<file path="src/rtl/queue_issue_select_pkg.sv">
// Shared widths and slot-word field layout for the issue-queue slot, select and execute stages.
// Word layout, MSB to LSB: {BrMask, Tag, RD, RT, RS, val[1:0]}.
package queue_issue_select_pkg;

   localparam int NSLOT_DEF = 8;
   localparam int WIDTH_REG = 5;
   localparam int WIDTH_TAG = 3;
   localparam int WIDTH_BRM = 3;
   localparam int WIDTH_O   = WIDTH_BRM + WIDTH_TAG + 3 * WIDTH_REG + 2;
   localparam int NBRK      = 2 ** WIDTH_BRM;

   localparam int OFF_VAL = 0;
   localparam int OFF_RS  = OFF_VAL + 2;
   localparam int OFF_RT  = OFF_RS + WIDTH_REG;
   localparam int OFF_RD  = OFF_RT + WIDTH_REG;
   localparam int OFF_TAG = OFF_RD + WIDTH_REG;
   localparam int OFF_BRM = OFF_TAG + WIDTH_TAG;

   typedef logic [WIDTH_O-1:0]   slot_word_t;
   typedef logic [WIDTH_BRM-1:0] brmask_t;

   function automatic brmask_t brmask_of(slot_word_t w);
      return brmask_t'(w >> OFF_BRM);
   endfunction

endpackage

</file>
<file path="src/rtl/queue_issue_select_if.sv">
// Slot-side and downstream-side signals of the select stage.
// Handshake: o_uop/o_idx transfer on a cycle where o_valid & i_ready; o_valid never depends on i_ready.
interface queue_issue_select_if
   import queue_issue_select_pkg::*;
#(
   parameter int NSLOT = NSLOT_DEF
) ();

   localparam int WIDTH_IDX = $clog2(NSLOT);

   logic [NSLOT-1:0]         i_request;
   logic [NSLOT*WIDTH_O-1:0] i_rslot;
   logic [NBRK-1:0]          i_brkill;
   logic                     i_ready;
   logic [NSLOT-1:0]         o_grant;
   logic                     o_valid;
   logic [WIDTH_O-1:0]       o_uop;
   logic [WIDTH_IDX-1:0]     o_idx;

   modport master (
      output i_request, i_rslot, i_brkill, i_ready,
      input  o_grant, o_valid, o_uop, o_idx
   );

   modport slave (
      input  i_request, i_rslot, i_brkill, i_ready,
      output o_grant, o_valid, o_uop, o_idx
   );

endinterface

</file>
<file path="src/rtl/queue_issue_select_rr_arbiter.sv">
// Combinational rotate-priority-rotate arbiter: lowest set bit at or above i_ptr wins, wrapping.
module rr_arbiter #(
   parameter  int NSLOT     = 8,
   localparam int WIDTH_IDX = $clog2(NSLOT)
) (
   input  logic [NSLOT-1:0]     i_eligible,
   input  logic [WIDTH_IDX-1:0] i_ptr,
   output logic [NSLOT-1:0]     o_grant,
   output logic [WIDTH_IDX-1:0] o_idx,
   output logic                 o_any
);

   logic [NSLOT-1:0]     rot;
   logic [WIDTH_IDX-1:0] rot_idx;

   always_comb begin
      rot     = '0;
      rot_idx = '0;
      o_grant = '0;
      // Rotate so the pointer slot lands at bit 0; index arithmetic wraps naturally.
      for (int k = 0; k < NSLOT; k++) begin
         rot[k] = i_eligible[WIDTH_IDX'(k) + i_ptr];
      end
      for (int k = NSLOT - 1; k >= 0; k--) begin
         if (rot[k]) rot_idx = WIDTH_IDX'(k);
      end
      o_any = |i_eligible;
      o_idx = rot_idx + i_ptr;
      if (o_any) o_grant[o_idx] = 1'b1;
   end

endmodule

</file>
<file path="src/rtl/queue_issue_select.sv">
// Issue select stage: round-robin pick among requesting slots into a registered issue slot with branch kill.
// Optional QUEUE_ISSUE_SELECT_STATS_EN adds o_issue_cnt / o_stall_cnt counters.
module queue_issue_select
   import queue_issue_select_pkg::*;
#(
   parameter  int NSLOT     = NSLOT_DEF,
   localparam int WIDTH_IDX = $clog2(NSLOT)
) (
   input  logic                 i_clk,
   input  logic                 i_rst_n,
   queue_issue_select_if.slave  bus
`ifdef QUEUE_ISSUE_SELECT_STATS_EN
   ,
   output logic [31:0]          o_issue_cnt,
   output logic [31:0]          o_stall_cnt
`endif
);

   slot_word_t           words [NSLOT];
   logic [NSLOT-1:0]     eligible;
   logic [NSLOT-1:0]     arb_grant;
   logic [WIDTH_IDX-1:0] arb_idx;
   logic                 arb_any;

   logic                 valid_q;
   slot_word_t           uop_q;
   logic [WIDTH_IDX-1:0] idx_q;
   logic [WIDTH_IDX-1:0] ptr_q;

   logic                 load;
   logic                 grant_en;
   logic                 held_kill;

   always_comb begin
      for (int k = 0; k < NSLOT; k++) begin
         words[k]    = bus.i_rslot[k*WIDTH_O +: WIDTH_O];
         // A slot whose branch dies this cycle must not win arbitration.
         eligible[k] = bus.i_request[k] & ~bus.i_brkill[brmask_of(words[k])];
      end
   end

   rr_arbiter #(.NSLOT(NSLOT)) u_arb (
      .i_eligible (eligible),
      .i_ptr      (ptr_q),
      .o_grant    (arb_grant),
      .o_idx      (arb_idx),
      .o_any      (arb_any)
   );

   assign load      = ~valid_q | bus.i_ready;
   assign grant_en  = load & arb_any;
   assign held_kill = bus.i_brkill[brmask_of(uop_q)];

   // Reset is folded in so no slot sees a grant while the stage is held in reset.
   assign bus.o_grant = (grant_en & i_rst_n) ? arb_grant : '0;
   assign bus.o_valid = valid_q;
   assign bus.o_uop   = uop_q;
   assign bus.o_idx   = idx_q;

   always_ff @(posedge i_clk or negedge i_rst_n) begin
      if (!i_rst_n) begin
         valid_q <= 1'b0;
         uop_q   <= '0;
         idx_q   <= '0;
         ptr_q   <= '0;
      end else if (grant_en) begin
         valid_q <= 1'b1;
         uop_q   <= words[arb_idx];
         idx_q   <= arb_idx;
         ptr_q   <= arb_idx + 1'b1;
      end else if (load) begin
         valid_q <= 1'b0;
      end else if (held_kill) begin
         // Stalled uop squashed in place; uop/idx keep their stale contents.
         valid_q <= 1'b0;
      end
   end

`ifdef QUEUE_ISSUE_SELECT_STATS_EN
   always_ff @(posedge i_clk or negedge i_rst_n) begin
      if (!i_rst_n) begin
         o_issue_cnt <= '0;
         o_stall_cnt <= '0;
      end else begin
         if (valid_q & bus.i_ready) o_issue_cnt <= o_issue_cnt + 32'd1;
         if (valid_q & ~bus.i_ready & (|bus.i_request)) o_stall_cnt <= o_stall_cnt + 32'd1;
      end
   end
`endif

endmodule

</file>
<file path="src/flat_wrapper.sv">
// flat-port wrapper written by rule: the top's interface ports become plain ports
module queue_issue_select_flat import queue_issue_select_pkg::*;
#(
   parameter  int NSLOT     = NSLOT_DEF,
   localparam int WIDTH_IDX = $clog2(NSLOT)
)
  (i_clk, i_rst_n, bus_i_request, bus_i_rslot, bus_i_brkill, bus_i_ready, bus_o_grant, bus_o_valid, bus_o_uop, bus_o_idx);
  queue_issue_select_if #(.NSLOT(NSLOT)) bus_i ();
  input  logic i_clk;
  input  logic i_rst_n;
  input wire logic [$bits(bus_i.i_request)-1:0] bus_i_request;
  input wire logic [$bits(bus_i.i_rslot)-1:0] bus_i_rslot;
  input wire logic [$bits(bus_i.i_brkill)-1:0] bus_i_brkill;
  input wire logic [$bits(bus_i.i_ready)-1:0] bus_i_ready;
  output wire logic [$bits(bus_i.o_grant)-1:0] bus_o_grant;
  output wire logic [$bits(bus_i.o_valid)-1:0] bus_o_valid;
  output wire logic [$bits(bus_i.o_uop)-1:0] bus_o_uop;
  output wire logic [$bits(bus_i.o_idx)-1:0] bus_o_idx;
  assign bus_i.i_request = bus_i_request;
  assign bus_i.i_rslot = bus_i_rslot;
  assign bus_i.i_brkill = bus_i_brkill;
  assign bus_i.i_ready = bus_i_ready;
  assign bus_o_grant = bus_i.o_grant;
  assign bus_o_valid = bus_i.o_valid;
  assign bus_o_uop = bus_i.o_uop;
  assign bus_o_idx = bus_i.o_idx;
  queue_issue_select #(.NSLOT(NSLOT)) u_core (.i_clk(i_clk), .i_rst_n(i_rst_n), .bus(bus_i));
endmodule
</file>
<file path="config.mk">
export PLATFORM = sky130hd
export DESIGN_NAME = queue_issue_select_flat
export DESIGN_NICKNAME = d
export VERILOG_FILES = /design/src/rtl/queue_issue_select_pkg.sv /design/src/rtl/queue_issue_select_if.sv /design/src/rtl/queue_issue_select_rr_arbiter.sv /design/src/rtl/queue_issue_select.sv /design/src/flat_wrapper.sv
export SDC_FILE = /design/constraint.sdc
export NUM_CORES = 1
export LEC_CHECK = 0
export ABC_AREA = 1
export BUFFER_PORTS_ARGS = -buffer_cell sky130_fd_sc_hd__buf_4
export CELL_PAD_IN_SITES_DETAIL_PLACEMENT = 1
export CELL_PAD_IN_SITES_GLOBAL_PLACEMENT = 1
export CORE_MARGIN = 1.5
export CORE_UTILIZATION = 26
export DETAILED_ROUTE_END_ITERATION = 8
export PLACE_DENSITY = 0.84
export SLEW_MARGIN = 20
export SYNTH_ARGS = -nofsm -noshare
export SYNTH_HDL_FRONTEND = slang
export SYNTH_SLANG_ARGS = --single-unit
</file>
<file path="constraint.sdc">
create_clock -name i_clk -period 4 [get_ports i_clk]
set_input_delay 0.6 -clock i_clk [delete_from_list [all_inputs] [get_ports i_clk]]
set_output_delay 0.6 -clock i_clk [all_outputs]
set_load 0.02 [all_outputs]
</file>
After elaboration in Yosys (flattened, before gate mapping)
Cells that the tools add are included.
{ "classes": {"add_sub_neg": 9, "magnitude_cmp": 20, "muxes": 52, "bitwise": 21, "n_reduce_logical": 3} }
{ "ops": {"columns": ["op", "n"], "rows": [
  ["$lt 3x4->1 const B", 18],
  ["$bmux 23 s3", 1],
  ["$bmux 1 s3", 17],
  ["$mux 23", 2],
  ["$mux 3", 8],
  ["$mux 1", 21],
  ["$mux 8", 2],
  ["$add 3x3->3 const A", 4],
  ["$and 1x1->1", 10],
  ["$not 1->1", 9],
  ["$reduce_or 8->1", 1],
  ["$add 2x3->3 const A", 2],
  ["$ge 4x4->1 const B", 1],
  ["$not 3->4", 1],
  ["$add 1x3->3 const A", 1],
  ["$add 3x1->3 const B", 1],
  ["$add 3x3->3", 1],
  ["$demux 1 s3", 1],
  ["$ge 3x1->1 const B", 1],
  ["$reduce_bool 3->1", 1],
  ["$logic_and 1x1->1", 1],
  ["$or 1x1->1", 1]
]} }
{ "totals": {"reg_bits": 30} }

Logic depth before layout (Yosys ltp)
Gate-level depths: netlist of run 1.
{ "depth": {"word_depth": 21, "ltp_mapped": 25, "mapped_depth_nobuf": 24} }

By module
From an unflattened synthesis of run 1, not the netlist that was laid out.
{ "unflattened": {"cells_unflattened": 799, "area_unflattened_um2": 4356.7} }
{ "by_module_without_submodules": {"columns": ["module", "n_inst", "cells_per_inst", "area_each_um2", "seq_area_each_um2"], "rows": [
  ["queue_issue_select", 1, 672, 3583.4, 750.7],
  ["rr_arbiter", 1, 127, 773.2, 0.0]
]} }

Least setup slack after synthesis of run 1
No wires, ideal clock.
{ "synth_timing": {"path_kind": "register -> output", "from": "register u_core.ptr_q[0]", "to": "output port bus_o_grant[0]", "t_arrival_ps": 3792, "setup_slack_ps": -392, "path_stages_with_launch": 22, "cell_sequence": "dfrtp_1 > buf_2 > inv_2 > buf_2 > ha_1 > inv_1 > nand3_1 > nand2_1 > nand2_1 > a21oi_1 > nor2_1 > o21ai_0 > nand2_1 > a21boi_0 > ha_1 > fa_1 > clkbuf_1 > inv_2 > clkbuf_1 > clkbuf_1 > nand2_1 > nor2_1"} }
{ "synth_between": {"elab_chain_len": 18, "elab_cells_between_ends": 39, "classes_between": "8 x add/sub; 2 x order compare; 28 x mux; 1 x reduce/logical"} }
{ "synth_rtl": {"columns": ["item", "line_no", "rtl"], "rows": [
  ["start, declared", "queue_issue_select.sv:28", "logic [WIDTH_IDX-1:0] ptr_q;"],
  ["start signal, assigned", "queue_issue_select.sv:70", "ptr_q <= arb_idx + 1'b1;"],
  ["$add 3x3->3", "queue_issue_select_rr_arbiter.sv:22", "rot[k] = i_eligible[WIDTH_IDX'(k) + i_ptr];"],
  ["$bmux 1 s3", "queue_issue_select_rr_arbiter.sv:22", null],
  ["$mux 1 (implied by the code)", "queue_issue_select_rr_arbiter.sv:22", null],
  ["$mux 3 (8 in a row)", "queue_issue_select_rr_arbiter.sv:25", "if (rot[k]) rot_idx = WIDTH_IDX'(k);"],
  ["$add 3x3->3 (*)", "queue_issue_select_rr_arbiter.sv:28", "o_idx = rot_idx + i_ptr;"],
  ["net u_core.arb_idx[1]", "queue_issue_select.sv:22", "logic [WIDTH_IDX-1:0] arb_idx;"],
  ["$lt 3x4->1 (implied by the code) or $ge 3x1->1 (tied branches)", "queue_issue_select_rr_arbiter.sv:29", "if (o_any) o_grant[o_idx] = 1'b1;"],
  ["$logic_and 1x1->1 (implied by the code)", "queue_issue_select_rr_arbiter.sv:29", null],
  ["$mux 1 (implied by the code)", "queue_issue_select_rr_arbiter.sv:29", null],
  ["$demux 1 s3 (*)", "queue_issue_select_rr_arbiter.sv:29", null],
  ["$mux 8 (*)", "queue_issue_select_rr_arbiter.sv:29", null],
  ["$mux 8 (*)", "queue_issue_select.sv:55", "assign bus.o_grant = (grant_en & i_rst_n) ? arb_grant : '0;"],
  ["end, declared", "flat_wrapper.sv:15", "output wire logic [$bits(bus_i.o_grant)-1:0] bus_o_grant;"]
]} }
The timed path passes the listed nets; every way through them passes the cells marked *. The select of a mux whose other input is x is not followed.

Worst setup path after layout of run 1
{ "layout_timing": {"from": "input port bus_i_rslot[135]", "to": "output port bus_o_grant[2]"} }
{ "layout_between": {"elab_chain_len": 21, "elab_cells_between_ends": 39, "classes_between": "1 x add/sub; 2 x order compare; 30 x mux; 4 x bitwise; 2 x reduce/logical"} }
{ "layout_rtl": {"columns": ["item", "line_no", "rtl"], "rows": [
  ["start, declared", "flat_wrapper.sv:12", "input wire logic [$bits(bus_i.i_rslot)-1:0] bus_i_rslot;"],
  ["$bmux 1 s3 (*)", "queue_issue_select.sv:38", "eligible[k] = bus.i_request[k] & ~bus.i_brkill[brmask_of(words[k])];"],
  ["$mux 1 (implied by the code) (*)", "queue_issue_select.sv:38", null],
  ["$not 1->1 (*)", "queue_issue_select.sv:38", null],
  ["$and 1x1->1 (*)", "queue_issue_select.sv:38", null],
  ["$bmux 1 s3", "queue_issue_select_rr_arbiter.sv:22", null],
  ["$mux 1 (implied by the code)", "queue_issue_select_rr_arbiter.sv:22", null],
  ["$mux 3 (8 in a row)", "queue_issue_select_rr_arbiter.sv:25", null],
  ["$add 3x3->3", "queue_issue_select_rr_arbiter.sv:28", null],
  ["$lt 3x4->1 (implied by the code) or $ge 3x1->1 (tied branches)", "queue_issue_select_rr_arbiter.sv:29", null],
  ["$logic_and 1x1->1 (implied by the code)", "queue_issue_select_rr_arbiter.sv:29", null],
  ["$mux 1 (implied by the code)", "queue_issue_select_rr_arbiter.sv:29", null],
  ["$demux 1 s3", "queue_issue_select_rr_arbiter.sv:29", null],
  ["$mux 8", "queue_issue_select_rr_arbiter.sv:29", null],
  ["$mux 8 (*)", "queue_issue_select.sv:55", null]
]} }
Mark *: on every way between the ends. The rest lies on a longest branch, timed or not. The select of a mux whose other input is x is not followed.

==> results.md, run 1 <==
- Initial Utilization: a little over a quarter
- CTS max path bufs: 2
- Met3 Usage GRT: 3.81%
- GRT overflow: 0
- Worst skew pair latency: 0.28 ns
- Final period util: 98.8%
- CTS root buffer: clkbuf_16
- DR iter-0 viols: 285
- Initial antenna violation count: 0
- CTS tree: done
- Die Span Y: approximately 130 um
- Post-synthesis sequential area ratio: 17.8%
- Top post-synthesis cells by count: nand2_1, nand3_1, a21oi_1
- Pin count of the biggest net entering global routing: 104
- Slowest cell delay on critical path: 0.39 ns
- Depth of the worst register-to-register path: 20
- Number of synthesized flops with an enable pin: 0
- IO buf count: approximately 240
- WL per Instance: 17.4 um
- All-Layer GR Usage: 22.7%
- ANT cells: 0
- CP top delay family: simple AND/OR/NAND/NOR gates
- Setup crit end kind: primary output
- Most common cell in the netlist: nand2_1
- Max-cap violations: 0
- First-pass GRT wire length: 30.7 mm
- Vias per Instance: just over 5
- Setup Skew: slightly below 0.01 ns
- Met2 Usage GRT: 41.5%
- Synth warnings: 0
- Worst endpoint required time: 3.40 ns
- Achievable frequency: 0.253 GHz
- Die footprint: 17000 um^2
- Slew HR: 68.0%
- DR pass1 iterations: 4
- Worst-Margin Slew: 0.480 ns
- Clock-pin slew on the worst setup and hold paths: 0.06 ns
- Synthesis-stage register bit count: 30
- Critical R2R Launch: u_core.ptr_q[0]
- CP Data Arrival Time: 3.35 ns
- Core area: 15800 um^2
- # fillers: 2084
- Post-synth cell types: 33
- Status: finished clean
- Final min period: 3.95 ns
- Vias in the first global route: 6111
- Worst path buffer plus inverter count: 5
- Critical Path Most Common Cell: nand2_1
- Vias: around 6100
- Critical path class: input port to primary output
- Cells after Synth: between 700 and 800
- Layout cells sized above 1: 41.6%
- Dpl ws: -0.120 ns
- Crit path max fanout: 6
- Grt peak-use layer: met2
- Final worst slack: 0.0498 ns
- Primary FF master, synth: dfrtp_1
- Slowest-stage cell, CP: fa_2
- GPL Wtd Cong: between 0.8 and 0.9
- CTS H-tree lvls: 2
- Synth top area share: 29.2%
- CP Launch Type: input port
- Sink Count: 30
- Fin Hold WS: 0.253 ns
- Routed Wire Length: roughly 20 mm
- Setup-failing EPs final: 0
- R2R Setup Slk: about 0.48 ns
- Syn Area/Cell: 5.73 um^2
- CTS Buf Count: 5
- Io pins: 238
- Synthesized Nets: 942
- RSZ-0062 raised after global routing: yes
- Setup TNS: 0 ns
- Cell accounting for the most synthesized area: nand2_1
- Std cell rows: 46
- Final Hold Viols: 0
- Synthesized cell area: between 4000 and 5000 um^2
- Syn-to-layout area delta: 66.5%
- Final nets: 1171
- Crit path depth: 25
- DRC viols: 0
- DP HPWL: 15.1 mm
- Final ANT Viol Nets: 0
- Die width: 130 um
- Crit path from: bus_i_rslot[135]
- Final slew viol count: 0
- Synth async-reset ratio: 100%
- Ranking of synthesized cells by area: nand2_1, dfrtp_1, nand3_1
- GR Util met1: 27.3%
- Hold Path Class: input port to asynchronous set/reset pin
[per-stage QoR]
step	std cells	utilization, %	cell area (um^2)
2_1_floorplan	734	-	4250
3_3_place_gp	1161	39.6	6270
3_5_place_dp	1161	39.6	6270
4_1_cts	1169	40.7	6430
5_1_grt	1180	44.3	7010
6_report	1180	44.3	7010
[final cells by class]
cell class	instances	area, um^2	area share (%)
Multi-Input combinational cell	618	3440	49.1
Inverter	32	156	2.23
Sequential cell	30	751	10.7
Tap cell	216	270	3.86
Clock buffer	7	143	2.04
Timing Repair Buffer	276	2240	32.0
Clock inverter	1	5.00	0.0714
[cells by family after synthesis]
family | synth area share [%]
adder cells (fa/ha/maj) | 1.67
XOR/XNOR | 0.833
AND/OR/NAND/NOR | 51.8
AO/OA/AOI/OAI | 18.8
flip-flops | 17.8
buffers and inverters | 9.07
[flip-flops by register name, summed over array words and instances, names as in the netlist]
name and flops:
u_core.bus.o_uop 23, u_core.bus.o_idx 3, u_core.ptr_q 3, u_core.bus.o_valid 1
[layout by cell type (no fill, tap or decap), types with 2 or more instances in the layout]
master / netlist / final
nand2_1: 327 / 293
buf_4: 9 / 250
nand3_1: 114 / 91
a21oi_1: 52 / 51
a32o_1: 40 / 40
nand2_2: 8 / 35
dfrtp_1: 30 / 30
nand3_2: 7 / 27
o21ai_0: 19 / 17
buf_6: 2 / 17
inv_1: 22 / 13
nand2_4: 4 / 11
inv_2: 10 / 9
nor2_1: 15 / 7
inv_4: 0 / 6
nand3b_1: 6 / 6
nand4_1: 6 / 6
clkbuf_16: 0 / 6
buf_12: 0 / 6
nor2_2: 2 / 5
nor2_4: 0 / 5
nand3_4: 1 / 4
o21ai_1: 1 / 2
ha_4: 0 / 2
ha_1: 4 / 2
buf_8: 0 / 2
[layer usage]
layer	up-vias	share of wire [%]
li1	2928	-
met1	2926	40
met2	232	51
met3	41	6.1
met4	0	2.9
met5	-	0
[what timing repair did]
item,CTS,global route
cloned,0,1
hold buffers,0,0
setup endpoints to repair,6,8
setup buffers,0,10
gates resized for setup,4,134
pin swaps,0,46
[final timing paths]
kind	endpoint
max in group asynchronous	u_core.bus.o_uop[4]
max reg2reg	u_core.bus.o_uop[10]
min	u_core.bus.o_uop[7]
max	bus_o_grant[2]
min reg2reg	u_core.bus.o_uop[1]
min in group i_clk	u_core.bus.o_uop[1]
Power of run 1 is left out: the tool's default activity adds up to more than one toggle a clock period on the data nets, which glitch-free logic cannot reach.
==> run 2: changes to the inputs <==
--- a/config.mk
+++ b/config.mk
@@ -5,14 +5,14 @@
 export SDC_FILE = /design/constraint.sdc
 export NUM_CORES = 1
 export LEC_CHECK = 0
-export ABC_AREA = 1
 export BUFFER_PORTS_ARGS = -buffer_cell sky130_fd_sc_hd__buf_4
 export CELL_PAD_IN_SITES_DETAIL_PLACEMENT = 1
 export CELL_PAD_IN_SITES_GLOBAL_PLACEMENT = 1
 export CORE_MARGIN = 1.5
-export CORE_UTILIZATION = 26
+export CORE_UTILIZATION = 30
+export CTS_BUF_LIST = sky130_fd_sc_hd__clkbuf_4
 export DETAILED_ROUTE_END_ITERATION = 8
-export PLACE_DENSITY = 0.84
+export PLACE_DENSITY = 0.77
 export SLEW_MARGIN = 20
 export SYNTH_ARGS = -nofsm -noshare
 export SYNTH_HDL_FRONTEND = slang
==> run 2 against run 1 <==
The flow now finishes with violations (setup timing). Flip-flop and latch count is the same. Via count is 19% lower. Final cell count decreased by 27%. Cell area increased by 7.4%. Non-clock buffer count grew 36. Maximum frequency fell by 15%. Die area down 12%. Worst setup slack worse by 0.72 ns. Register-to-register slack got worse by 0.79 ns. Synthesized cell count fell by 45%. Sequential share of layout area down 0.74 points. Count of clock-buffer cells in the layout shrank 2. Critical path type unchanged. Largest cell class unchanged.
==> results.md, run 2 <==
- Core area: 13800 um^2 (was 15800 um^2)
- Final min period: 4.67 ns (was 3.95 ns)
- CTS tree: done (unchanged)
- First-pass GRT wire length: 30.7 mm (about the same)
- Synthesized Nets: 612 (was 942)
- CTS max path bufs: 2 (unchanged)
- Post-synthesis sequential area ratio: 17.7% (was 17.8%)
- R2R Setup Slk: -0.31 ns (was 0.48 ns)
- Final Hold Viols: 0 (unchanged)
- Fin Hold WS: 0.184 ns (was 0.253 ns)
- Number of synthesized flops with an enable pin: 0 (unchanged)
- Hold Path Class: input port to asynchronous set/reset pin (unchanged)
- WL per Instance: 25.1 um (was 17.4 um)
- Cell accounting for the most synthesized area: mux4_2 (was nand2_1)
- GRT overflow: 0 (unchanged)
- CTS root buffer: clkbuf_4 (was clkbuf_16)
- Vias in the first global route: 5545 (was 6111)
- Synth warnings: 0 (unchanged)
- Layout cells sized above 1: 73.8% (was 41.6%)
- CP top delay family: compound AO/OA/AOI/OAI gates (was simple AND/OR/NAND/NOR gates)
- Non-Filler Instances: 860 (was 1180)
- Initial antenna violation count: 1 (was 0)
- Slowest cell delay on critical path: 0.55 ns (was 0.39 ns)
- Dpl ws: -0.567 ns (was -0.120 ns)
- Most common cell in the netlist: mux4_2 (was nand2_1)
- Worst path buffer plus inverter count: 2 (was 5)
- Synth async-reset ratio: 100% (unchanged)
- Synth top area share: 29.8% (was 29.2%)
- Top post-synthesis cells by count: mux4_2, nor2_1, mux2i_1 (was nand2_1, nand3_1, a21oi_1)
- Ranking of synthesized cells by area: mux4_2, dfrtp_1, mux2i_1 (was nand2_1, dfrtp_1, nand3_1)
- CP Data Arrival Time: 4.07 ns (was 3.35 ns)
- CP Launch Type: input port (unchanged)
- Setup-failing EPs final: 33 (was 0)
- Clock-pin slew on the worst setup and hold paths: 0.13 ns (was 0.06 ns)
- Setup Skew: 0.0190 ns (was 0.00961 ns)
- Vias per Instance: 5.77 (was 5.19)
- All-Layer GR Usage: 27.2% (was 22.7%)
- Io pins: 238 (unchanged)
- Critical path class: input port to primary output (unchanged)
- Slowest-stage cell, CP: mux4_2 (was fa_2)
- Final period util: 117% (was 98.8%)
- Pin count of the biggest net entering global routing: 34 (was 104)
- Slew HR: 63.5% (was 68.0%)
- RSZ-0062 raised after global routing: yes (unchanged)
- Crit path max fanout: 5 (was 6)
- Failing checks: setup timing
- Die width: 122 um (was 130 um)
- Cells after Synth: 404 (was 734)
- Setup crit end kind: primary output (unchanged)
- Synthesized cell area: 4240 um^2 (was 4210 um^2)
- Die Span Y: 122 um (was 130 um)
- Primary FF master, synth: dfrtp_1 (unchanged)
- CP cell instances: buf_12 -> mux2i_1 -> mux4_2 -> a32oi_2 -> a22oi_1 -> and3_4 -> a21oi_2 -> nor2_1 -> o21ba_4 -> nor2_4 -> nor2_4 -> ha_4 -> fa_2 -> xnor2_4 -> xnor2_4 -> nor4_4 -> buf_4
- Worst skew pair latency: 0.34 ns (was 0.28 ns)
- Largest register FFs: 23 (unchanged)
- DR pass1 iterations: 4 (unchanged)
- Commonest non-fill, non-tap cells in the layout: buf_4, mux4_2, mux2i_1 (was nand2_1, buf_4, nand3_1)
- Worst-Margin Slew: 0.547 ns (was 0.480 ns)
- Syn Area/Cell: 10.5 um^2 (was 5.73 um^2)
- Routed Wire Length: 21.6 mm (was 20.5 mm)
- Achievable frequency: 0.214 GHz (was 0.253 GHz)
- Worst endpoint required time: 3.40 ns (about the same)
- Synthesis-stage register bit count: 30 (unchanged)
- Sink Count: 30 (unchanged)
- Final ANT Viol Nets: 0 (unchanged)
- IO buf count: 237 (unchanged)
- Placed Cells: 822 (was 1161)
- Vias: 4960 (was 6127)
- CTS H-tree lvls: 2 (unchanged)
- DR iter-0 viols: 261 (was 285)
- Max-cap violations: 0 (unchanged)
- CTS Buf Count: 5 (unchanged)
- GPL Wtd Cong: 0.872 (was 0.848)
- Die footprint: 14800 um^2 (was 17000 um^2)
- Initial Utilization: 30.6% (was 26.6%)
- Syn-to-layout area delta: 77.7% (was 66.5%)
- Final nets: 886 (was 1171)
- Std cell rows: 43 (was 46)
- Final slew viol count: 0 (unchanged)
- DP HPWL: 15.0 mm (was 15.1 mm)
- Final worst slack: -0.669 ns (was 0.0498 ns)
- DRC viols: 0 (unchanged)
- Post-synth cell types: 49 (was 33)
- Status: finished with violations (was finished clean)
- Most common cell after layout, fill and taps aside: buf_4 (was nand2_1)
run 2: cell types whose count changed in the layout (fill, tap and decap cells not counted), sizes merged, moves of 33 or more:
cell | before | now
nand3 | 122 | 18
nand2 | 340 | 8
a21oi | 52 | 2
mux4 | 0 | 56
a32o | 40 | 0
mux2i | 0 | 33
buf | 275 | 312
run 2: cell type report:
| cell class | instances | area, um^2 |
|---|---|---|
| Fill cell | 1489 | 6300 |
| Multi-Input combinational cell | 303 | 3740 |
| Timing Repair Buffer | 312 | 2650 |
| Sequential cell | 30 | 751 |
| Tap cell | 180 | 225 |
| Inverter | 26 | 97.6 |
| Clock buffer | 5 | 37.5 |
| Clock inverter | 3 | 16.3 |
| Antenna cell | 1 | 2.50 |
run 2: path summary, 6_finish.rpt:
path                       cells past startpoint                 from                   end
max reg2reg                                   22      u_core.ptr_q[0]   u_core.bus.o_uop[4]
min in group i_clk                             1  u_core.bus.o_idx[0]   u_core.bus.o_idx[0]
max in group asynchronous                      1              i_rst_n  u_core.bus.o_uop[20]
max                                           17      bus_i_rslot[45]        bus_o_grant[4]
min                                            1              i_rst_n   u_core.bus.o_uop[5]
min reg2reg                                    1  u_core.bus.o_idx[0]   u_core.bus.o_idx[0]
run 2: timing repair:
item,4_1_cts,5_1_grt
setup endpoints to repair,32,33
pin swaps,25,24
gates cloned,4,0
resized for setup,89,49
buffers inserted,17,11
hold buffers,0,0
run 2: metal layers:
layer | vias to the layer above | wire, um | track usage (%)
met4 | 0 | 732 | 10.7
met2 | 224 | 11800 | 50.6
met3 | 54 | 1200 | 5.34
met5 | - | 0 | 0
li1 | 2139 | - | -
met1 | 2543 | 7870 | 30.2
run 2: kinds of logic after synthesis:
| kind of cell | synth area share, % |
|---|---|
| AND/OR/NAND/NOR | 13.1 |
| multiplexers | 38.4 |
| AO/OA/AOI/OAI | 17.5 |
| buffers and inverters | 8.53 |
| flip-flops | 17.7 |
| XOR/XNOR | 3.13 |
| adder cells (fa/ha/maj) | 1.65 |
run 2: per-stage QoR:
step / utilization (%) / cell area [um^2] / TNS (ns)
floorplan: - / 4470 / -6.64
global placement: 47.5 / 6570 / -13.08
detailed placement: 47.5 / 6570 / -16.53
CTS: 52.4 / 7250 / -4.45
global route: 54.4 / 7520 / -13.11
finish: 54.4 / 7530 / -10.42
run 2: worst register-to-register path: stages, from the launching register on:
cell	delay (ns)
dfrtp_1	0.38
inv_1	0.11
ha_4	0.42
nor2b_1	0.11
a32oi_2	0.23
a22oi_1	0.15
and3_4	0.20
a21oi_2	0.11
nor2_1	0.06
o21ba_4	0.20
nor2_4	0.13
nor2_4	0.05
ha_4	0.16
fa_2	0.63
buf_6	0.12
buf_6	0.10
buf_4	0.11
mux4_2	0.31
nor3b_2	0.18
nand3_1	0.10
o41ai_2	0.07
o2bb2ai_1	0.19
a311oi_1	0.08
Power of run 2 is left out for the same reason.
